[src/rtl/pdm_duty_sched.sv]
// Stereo sample-to-duty scheduler: buffers one L/R pair, converts it to offset-binary
// duty on a fixed sample tick, and ramps both duties to/from midscale for pop-free start and mute.
module pdm_duty_sched #(
    parameter int unsigned TICK_DIV  = 1024,
    parameter logic [15:0] RAMP_STEP = 16'h0040
) (
    input  logic        clk,
    input  logic        rst,
    input  logic        smpl_vld,
    input  logic [15:0] lft_smpl,
    input  logic [15:0] rght_smpl,
    output logic        smpl_rdy,
    input  logic        mute,
    output logic [15:0] lft_duty,
    output logic [15:0] rght_duty,
    output logic        upd,
    output logic        underrun,
    output logic [1:0]  state
);

    localparam int unsigned DW    = 16;
    localparam int unsigned CNT_W = 16;
    localparam logic [DW-1:0]    MID     = 16'h8000;
    localparam logic [CNT_W-1:0] CNT_MAX = CNT_W'(TICK_DIV - 1);

    typedef enum logic [1:0] {
        ST_RAMP_UP = 2'b00,
        ST_RUN     = 2'b01,
        ST_MUTE_DN = 2'b10,
        ST_MUTED   = 2'b11
    } state_e;

    state_e           state_q, state_d;
    logic [CNT_W-1:0] cnt_q, cnt_d;
    logic             buf_full_q, buf_full_d;
    logic [DW-1:0]    buf_l_q, buf_l_d, buf_r_q, buf_r_d;
    logic [DW-1:0]    lft_q, lft_d, rght_q, rght_d;
    logic             upd_q, upd_d, und_q, und_d;
    logic             tick, capture, consume;
    logic [DW-1:0]    lft_step, rght_step;
    logic             step_at_mid;

    // One ramp step toward midscale in 17 bits, clamped so it never crosses MID.
    function automatic logic [DW-1:0] step_to_mid(input logic [DW-1:0] d);
        logic [DW:0] up;
        logic [DW:0] dn;
        up = {1'b0, d} + {1'b0, RAMP_STEP};
        dn = {1'b0, d} - {1'b0, RAMP_STEP};
        if (d < MID) begin
            return (up >= {1'b0, MID}) ? MID : up[DW-1:0];
        end else if (d > MID) begin
            return (dn[DW] || (dn[DW-1:0] <= MID)) ? MID : dn[DW-1:0];
        end
        return MID;
    endfunction

    assign tick        = (cnt_q == CNT_MAX);
    assign capture     = smpl_vld & ~buf_full_q;
    assign consume     = tick & (state_q != ST_RAMP_UP);
    assign lft_step    = step_to_mid(lft_q);
    assign rght_step   = step_to_mid(rght_q);
    assign step_at_mid = (lft_step == MID) && (rght_step == MID);

    // State register.
    always_ff @(posedge clk) begin
        if (rst) begin
            state_q <= ST_RAMP_UP;
        end else begin
            state_q <= state_d;
        end
    end

    // Next-state logic; transitions only on tick.
    always_comb begin
        state_d = state_q;
        if (tick) begin
            unique case (state_q)
                ST_RAMP_UP: if (step_at_mid) state_d = mute ? ST_MUTED : ST_RUN;
                ST_RUN:     if (mute) state_d = ST_MUTE_DN;
                ST_MUTE_DN: begin
                    if (!mute) begin
                        state_d = ST_RUN;
                    end else if (step_at_mid) begin
                        state_d = ST_MUTED;
                    end
                end
                ST_MUTED:   if (!mute) state_d = ST_RUN;
                default:    state_d = ST_RAMP_UP;
            endcase
        end
    end

    // Output logic: next duty values and status pulses.
    always_comb begin
        lft_d  = lft_q;
        rght_d = rght_q;
        upd_d  = 1'b0;
        und_d  = 1'b0;
        if (tick) begin
            upd_d = 1'b1;
            unique case (state_q)
                ST_RAMP_UP: begin
                    lft_d  = lft_step;
                    rght_d = rght_step;
                end
                ST_RUN: begin
                    if (mute) begin
                        lft_d  = lft_step;
                        rght_d = rght_step;
                    end else if (buf_full_q) begin
                        lft_d  = buf_l_q ^ MID;
                        rght_d = buf_r_q ^ MID;
                    end else begin
                        und_d = 1'b1;
                    end
                end
                ST_MUTE_DN: begin
                    if (!mute) begin
                        if (buf_full_q) begin
                            lft_d  = buf_l_q ^ MID;
                            rght_d = buf_r_q ^ MID;
                        end
                    end else begin
                        lft_d  = lft_step;
                        rght_d = rght_step;
                    end
                end
                ST_MUTED: begin
                    lft_d  = MID;
                    rght_d = MID;
                end
                default: ;
            endcase
        end
    end

    // Tick counter and one-entry pair buffer; capture only happens when empty.
    always_comb begin
        cnt_d      = tick ? '0 : cnt_q + CNT_W'(1);
        buf_full_d = buf_full_q;
        buf_l_d    = buf_l_q;
        buf_r_d    = buf_r_q;
        if (capture) begin
            buf_full_d = 1'b1;
            buf_l_d    = lft_smpl;
            buf_r_d    = rght_smpl;
        end else if (consume) begin
            buf_full_d = 1'b0;
        end
    end

    always_ff @(posedge clk) begin
        if (rst) begin
            cnt_q      <= '0;
            buf_full_q <= 1'b0;
            buf_l_q    <= '0;
            buf_r_q    <= '0;
            lft_q      <= '0;
            rght_q     <= '0;
            upd_q      <= 1'b0;
            und_q      <= 1'b0;
        end else begin
            cnt_q      <= cnt_d;
            buf_full_q <= buf_full_d;
            buf_l_q    <= buf_l_d;
            buf_r_q    <= buf_r_d;
            lft_q      <= lft_d;
            rght_q     <= rght_d;
            upd_q      <= upd_d;
            und_q      <= und_d;
        end
    end

    assign smpl_rdy  = ~buf_full_q;
    assign lft_duty  = lft_q;
    assign rght_duty = rght_q;
    assign upd       = upd_q;
    assign underrun  = und_q;
    assign state     = state_q;

endmodule

[config.mk]
export PLATFORM = sky130hd
export DESIGN_NAME = pdm_duty_sched
export DESIGN_NICKNAME = d
export VERILOG_FILES = /design/src/rtl/pdm_duty_sched.sv
export SDC_FILE = /design/constraint.sdc
export NUM_CORES = 1
export LEC_CHECK = 0
export ABC_AREA = 0
export CORE_ASPECT_RATIO = 1.4
export CORE_MARGIN = 1
export CORE_UTILIZATION = 32
export DETAILED_ROUTE_END_ITERATION = 10
export MAX_ROUTING_LAYER = met4
export PLACE_DENSITY = 0.63
export SYNTH_ARGS = -nofsm -noshare
export SYNTH_HDL_FRONTEND = slang
export SYNTH_SLANG_ARGS = --single-unit
[constraint.sdc]
create_clock -name clk -period 4.26 [get_ports clk]
set_input_delay 0.852 -clock clk [delete_from_list [all_inputs] [get_ports clk]]
set_output_delay 0.852 -clock clk [all_outputs]
set_load 0.005 [all_outputs]
==> impl_metrics.yaml, run 1 <==
outcome:
  status: "finished, final reports clean"
route:
  dr.pass1.iters: 5
  wl_um: 14980
  detail_route.iter0.violations: 384
  drc: 0
  viasPerCell: 5.518
  detail-route-antenna-nets: 0
  wire_per_inst_um: 16.26
  vias: 5082
clock_network:
  cts_hold_buffers: 0
  cts.sinks: 85
  htreeDepth: 3
  cts-root-buf: "clkbuf_16"
  clockBufferDepth: 2
  clkTransAtPathRegs_ns: 0.06
  clock_latency_ns: 0.34
  tritoncts: "done"
  cts_setup_buffers: 0
  cts_made_buffers: 9
  ctsResizeCount: 0
finish:
  nets: 768
  seqCellArea_um2: 1702
  antenna_cells: 0
  area_delta_synth_final_pct: 23.87
  multi_input_area_um2: 3072
  layout-drive-gt1-share: 0.06759
  nFillCells: 1576
global_route:
  grt_start_max_net_pins: 42
  grtUsageTotal: 0.1964
  grt_pass1_wl_um: 24430
  overflow: 0
  antenna_found_initial: 0
  grt_pass1_vias: 4764
yosys:
  ys_warn_count: 0
  ys_ff_latch: 85
  synth_area_um2: 5047
  syn-num-nets: 720
  yosysMostFrequentCell: "nand2_1"
  synthTopCellsByArea: "dfxtp_1, nand2_1, a21oi_1"
  syn_inst: 672
  synth_cell_type_count: 66
  avgSynthCellArea_um2: 7.511
  ys_seq_area_frac: 0.3371
  synth-main-ff-cell: "dfxtp_1"
  ys_async_sr_fraction: 0
  synth_edf_count: 0
  synth_common_cells: "nand2_1, dfxtp_1, a21oi_1"
  synth_top_area_cell: "dfxtp_1"
  yosys.area.top_type_share: 0.3371
hold_path:
  min_to: "buf_l_q[15]$_SDFFE_PP0P_"
  hold_depth: 2
  min_path_type: "reg2reg"
  holdCritStartpoint: "buf_l_q[15]$_SDFFE_PP0P_"
timing:
  setup_viol: 0
  slew_viol_final: 0
  rsz0062_at_grt: "no"
  min_period_over_period: 0.8446
  slew_headroom: 0.3651
  tightest_slew_ns: 0.9283
  holdWs_ns: 0.4581
  worst_clock_skew_ns: 0.008539
  finalSetupTns_ns: 0
  hold_viol_final: 0
  fin_crit_ns: 3.598
  fmax_ghz: 0.2779
worst_setup_path:
  cp.buffers_inverters: 0
  ff2ff_setup_slack_ns: 0.66
  critPathMaxFanout: 6
  slowest_stage: "or4_4"
  worstPathCellList: "or4_4 -> or4_4 -> or3b_1 -> a211o_1 -> or4_4 -> a2111oi_4 -> nand4b_2 -> a221oi_2 -> a311oi_1"
  worstSetupPathType: "reg2reg"
  cpPeakStageDelay_ns: 0.57
  worstReg2RegStart: "cnt_q[11]$_SDFF_PP0_"
  r2r_cells: 9
  cpMostUsedCell: "or4_4"
  worstSetupEndpointType: "flop"
  cpLargestDelayFamily: "simple AND/OR/NAND/NOR gates"
  crit_path_start_kind: "flop"
  reg2reg_to: "state[1]$_SDFFE_PP0P_"
  critPathArrivalTime_ns: 3.81
  required_ns: 4.47
floorplanning:
  std_cell_rows: 54
  initial_utilization: 0.3262
  die_area_um2: 16290
  core-area_um2: 15470
  io_pins: 73
  die_h_um: 150.6
  die_w_um: 108.1
run:
  drv_cap: 0
placement:
  gp_congestion: 0.9197
  dpl.hpwl_um: 10930
  io_buffer_count: 72
power:
  pwr_density_cell_nw_per_um2: 278.3
  peakVddDrop_mv: 0.1993
  p_leak_nw: 2.134
[layer usage]
metal / global-route usage / part of all wire
met5: - / 0
met4: 0.08219 / 0.029
met3: 0.03203 / 0.036
met2: 0.3236 / 0.50
met1: 0.2354 / 0.43
[how the worst max path moves through the flow]
stage                         start                     to  slack [ns]  cells after the start
2_1_floorplan  cnt_q[11]$_SDFF_PP0_  state[1]$_SDFFE_PP0P_        0.85                      9
3_3_place_gp                   mute  state[1]$_SDFFE_PP0P_        0.49                     10
3_5_place_dp                   mute  state[1]$_SDFFE_PP0P_        0.43                     10
4_1_cts        cnt_q[11]$_SDFF_PP0_  state[1]$_SDFFE_PP0P_        0.67                      9
5_1_grt        cnt_q[11]$_SDFF_PP0_  state[1]$_SDFFE_PP0P_        0.54                      9
6_report       cnt_q[11]$_SDFF_PP0_  state[1]$_SDFFE_PP0P_        0.66                      9
[power by group]
group          internal (W)  total (W)  switching [W]  leakage, nW
logic             0.0000486   0.000102      0.0000537         1.30
registers          0.000817   0.000832      0.0000158        0.690
clock network      0.000486   0.000805       0.000319        0.148
total               0.00135    0.00174       0.000389         2.13
[kinds of logic after synthesis]
logic type      synth area share
simple gates              0.2640
flops                     0.3371
buf+inv                  0.05479
compound gates            0.2762
xor+xnor                 0.03818
fa+ha+maj                0.02975
[area by class of cell]
class / count / area share
multi-input cells: 514 / 0.4913
flip-flops and latches: 85 / 0.2722
repair buffers: 89 / 0.1349
clock buffers: 11 / 0.04042
well taps: 196 / 0.03922
inverters: 21 / 0.01261
clock inverters: 5 / 0.009406
[registers in the layout (all words and copies together) (netlist names), 2 cells and up]
signal and count:
buf_r_q 16, cnt_q 16, rght_duty 16, state 2, lft_duty 16, buf_l_q 16
[stage by stage]
step | util | setup slack (ns) | total power [W] | instances | instance area [um^2]
3_3_place_gp | 0.3840 | 0.4942 | 0.0009526 | 905 | 5941
2_1_floorplan | - | 0.8492 | 0.0008975 | 672 | 5047
6_report | 0.4041 | 0.6620 | 0.001740 | 921 | 6252
3_5_place_dp | 0.3840 | 0.4300 | 0.0009538 | 905 | 5941
4_1_cts | 0.4041 | 0.6654 | 0.001762 | 921 | 6252
5_1_grt | 0.4041 | 0.5403 | 0.001807 | 921 | 6252
[cell usage in the layout, fill, tap and decap left out, drive strengths merged, types with 8 or more instances in the layout]
master         netlist  final
a211oi              18     18
a21oi               73     73
a22o                15     15
a22oi               13     13
and3                 8      8
buf                  5     18
clkbuf              47     11
clkdlybuf4s50        0     71
dfxtp               85     85
ha                  12     12
inv                 19     19
nand2              101    101
nand2b               9      9
nand3               18     18
nand4               10     10
nor2                59     59
nor3                12     12
o21ai               34     34
or3                  8      8
or4                  9      9
xor2                15     15
[worst reg2reg max path: cells and delay by family, from the launching register on]
family / cells / cell delay, ns
AO/OA/AOI/OAI: 4 / 0.91
flip-flops: 1 / 0.34
AND/OR/NAND/NOR: 5 / 2.23
No activity file was read; power rests on OpenSTA's default activity.
==> run 2: changes to the inputs <==
Settings changed: PLACE_DENSITY 0.63 to 0.65.
Clock period 4.26 ns to 2.9 ns, I/O delays scaled along.
==> run 2 against run 1 <==
Net effect:
- cell count rose by 11%
- critical path type unchanged
- the flow now finishes with violations (setup timing)
- sequential share of layout area shrank 3.1 points
- highest routed layer unchanged
- sequential power grew 47%
==> impl_metrics.yaml, run 2 (synthesis gave the netlist of run 1 again) <==
outcome:
  status: "complete, but fails checks"
  violations: "setup timing"
finish:
  nFillCells: 1523
  nets: 873
  final_common_cell: "buf_4"
  utilization: 0.4563
  multi_input_area_um2: 3117
  final_cell_area_um2: 7061
  final_cell_mix: "buf_4, nand2_1, dfxtp_1"
  seqCellArea_um2: 1705
  layout-drive-gt1-share: 0.1942
  antenna_cells: 0
  area_delta_synth_final_pct: 39.89
route:
  wl_um: 16590
  dr.pass1.iters: 5
  vias: 5501
  viasPerCell: 5.367
  detail-route-antenna-nets: 0
  drc: 0
  wire_per_inst_um: 16.18
  detail_route.iter0.violations: 298
worst_setup_path:
  worstSetupEndpointType: "flop"
  required_ns: 3.11
  cp-startpoint: "cnt_q[15]$_SDFF_PP0_"
  crit_path_start_kind: "flop"
  worstReg2RegStart: "cnt_q[15]$_SDFF_PP0_"
  critPathMaxFanout: 4
  worstSetupPathType: "reg2reg"
  critPathArrivalTime_ns: 3.61
clock_network:
  cts_made_buffers: 9
  tritoncts: "done"
  clockBufferDepth: 2
  htreeDepth: 3
  clock_latency_ns: 0.34
  cts_hold_buffers: 0
  cts-root-buf: "clkbuf_16"
  cts.sinks: 85
  clkTransAtPathRegs_ns: 0.06
timing:
  holdWs_ns: 0.4542
  fin_ws_ns: -0.4952
  tightest_slew_ns: 0.5510
  fin_crit_ns: 3.395
  rsz0062_at_grt: "yes"
  finalSetupTns_ns: -0.9469
  min_period_over_period: 1.171
  fmax_ghz: 0.2945
  worst_clock_skew_ns: 0.01013
  setup_viol: 2
  slew_viol_final: 0
  slew_headroom: 0.6327
  hold_viol_final: 0
placement:
  dpl.hpwl_um: 12340
  gp_congestion: 0.9127
  io_buffer_count: 72
  place_area_um2: 6730
global_route:
  grt_pass1_wl_um: 27100
  overflow: 0
  grt_pass1_vias: 5388
  antenna_found_initial: 0
  grtUsageTotal: 0.2192
  grt_start_max_net_pins: 34
floorplanning:
  std_cell_rows: 54
  initial_utilization: 0.3262
  io_pins: 73
  die_w_um: 108.1
  core-area_um2: 15470
  die_area_um2: 16290
  die_h_um: 150.6
power:
  peakVddDrop_mv: 0.3295
  pwr_density_cell_nw_per_um2: 354.6
  finalPower_w: 0.002503
  p_leak_nw: 2.667
hold_path:
  holdCritStartpoint: "buf_l_q[2]$_SDFFE_PP0P_"
  min_path_type: "reg2reg"
run:
  drv_cap: 0
run 2: cell types whose count changed in the layout (fill, tap and decap cells not counted), moves of 2 or more:
cell      change
dfxtp_1       -3
dfxtp_2       +3
clkbuf_1      +2
buf_4       +105
clkbuf_8      -2
nor4_2        +2
nor4_1        -2
run 2: path summary, 6_finish.rpt:
| kind | end | cells past startpoint | slack, ns |
|---|---|---|---|
| min | buf_l_q[2]$_SDFFE_PP0P_ | 2 | 0.45 |
| min reg2reg | buf_l_q[2]$_SDFFE_PP0P_ | 2 | 0.45 |
| max | state[1]$_SDFFE_PP0P_ | 9 | -0.50 |
| max reg2reg | state[1]$_SDFFE_PP0P_ | 9 | -0.50 |
run 2: power breakdown:
group | internal (W) | total, W | switching, W | leakage, nW
clock network | 0.000662 | 0.00113 | 0.000464 | 0.132
registers | 0.00120 | 0.00122 | 0.0000206 | 0.692
logic | 0.0000753 | 0.000157 | 0.0000820 | 1.84
total | 0.00194 | 0.00250 | 0.000567 | 2.67
run 2: metrics by stage:
stage               worst slack, ns  std cells
global placement            -0.3638       1010
finish                      -0.4952       1025
floorplan                   -0.3401        672
CTS                         -0.4686       1025
detailed placement          -0.4666       1010
global route                -0.6012       1025
run 2: timing repair:
action	in CTS	in global routing
endpoints found under the hold margin	0	0
gates resized for setup	2	9
pin swaps	0	3
gates cloned	0	0
setup endpoints to repair	2	17
setup buffers	0	0
run 2: per-layer routing:
layer | vias up | GRT usage | routed length [um]
met4 | 0 | 0.1123 | 699
met1 | 2565 | 0.2557 | 7048
met2 | 150 | 0.3643 | 8249
li1 | 2741 | - | -
met5 | - | - | 0
met3 | 45 | 0.02987 | 592
run 2: worst max-delay path, stage by stage (launching register included):
cell,delay [ns]
dfxtp_1,0.30
or4bb_1,0.52
or4_4,0.54
or3b_4,0.39
a211o_1,0.27
or4_4,0.49
a2111oi_4,0.26
nand4b_4,0.19
a221oi_2,0.25
a311oi_1,0.08
run 2: cell type report:
cell class,count,share of cell area
multi-input combinational,514,0.4414
sequential,85,0.2415
timing repair buffer,194,0.2311
tap,196,0.03473
clock buffer,11,0.03296
inverter,21,0.01116
clock inverter,4,0.007088
==> run 3: changes to the inputs <==
Settings changed: SLEW_MARGIN set to 5.
==> results of run 3 <==
Final layout, timing and power as in run 2 (identical DEF).
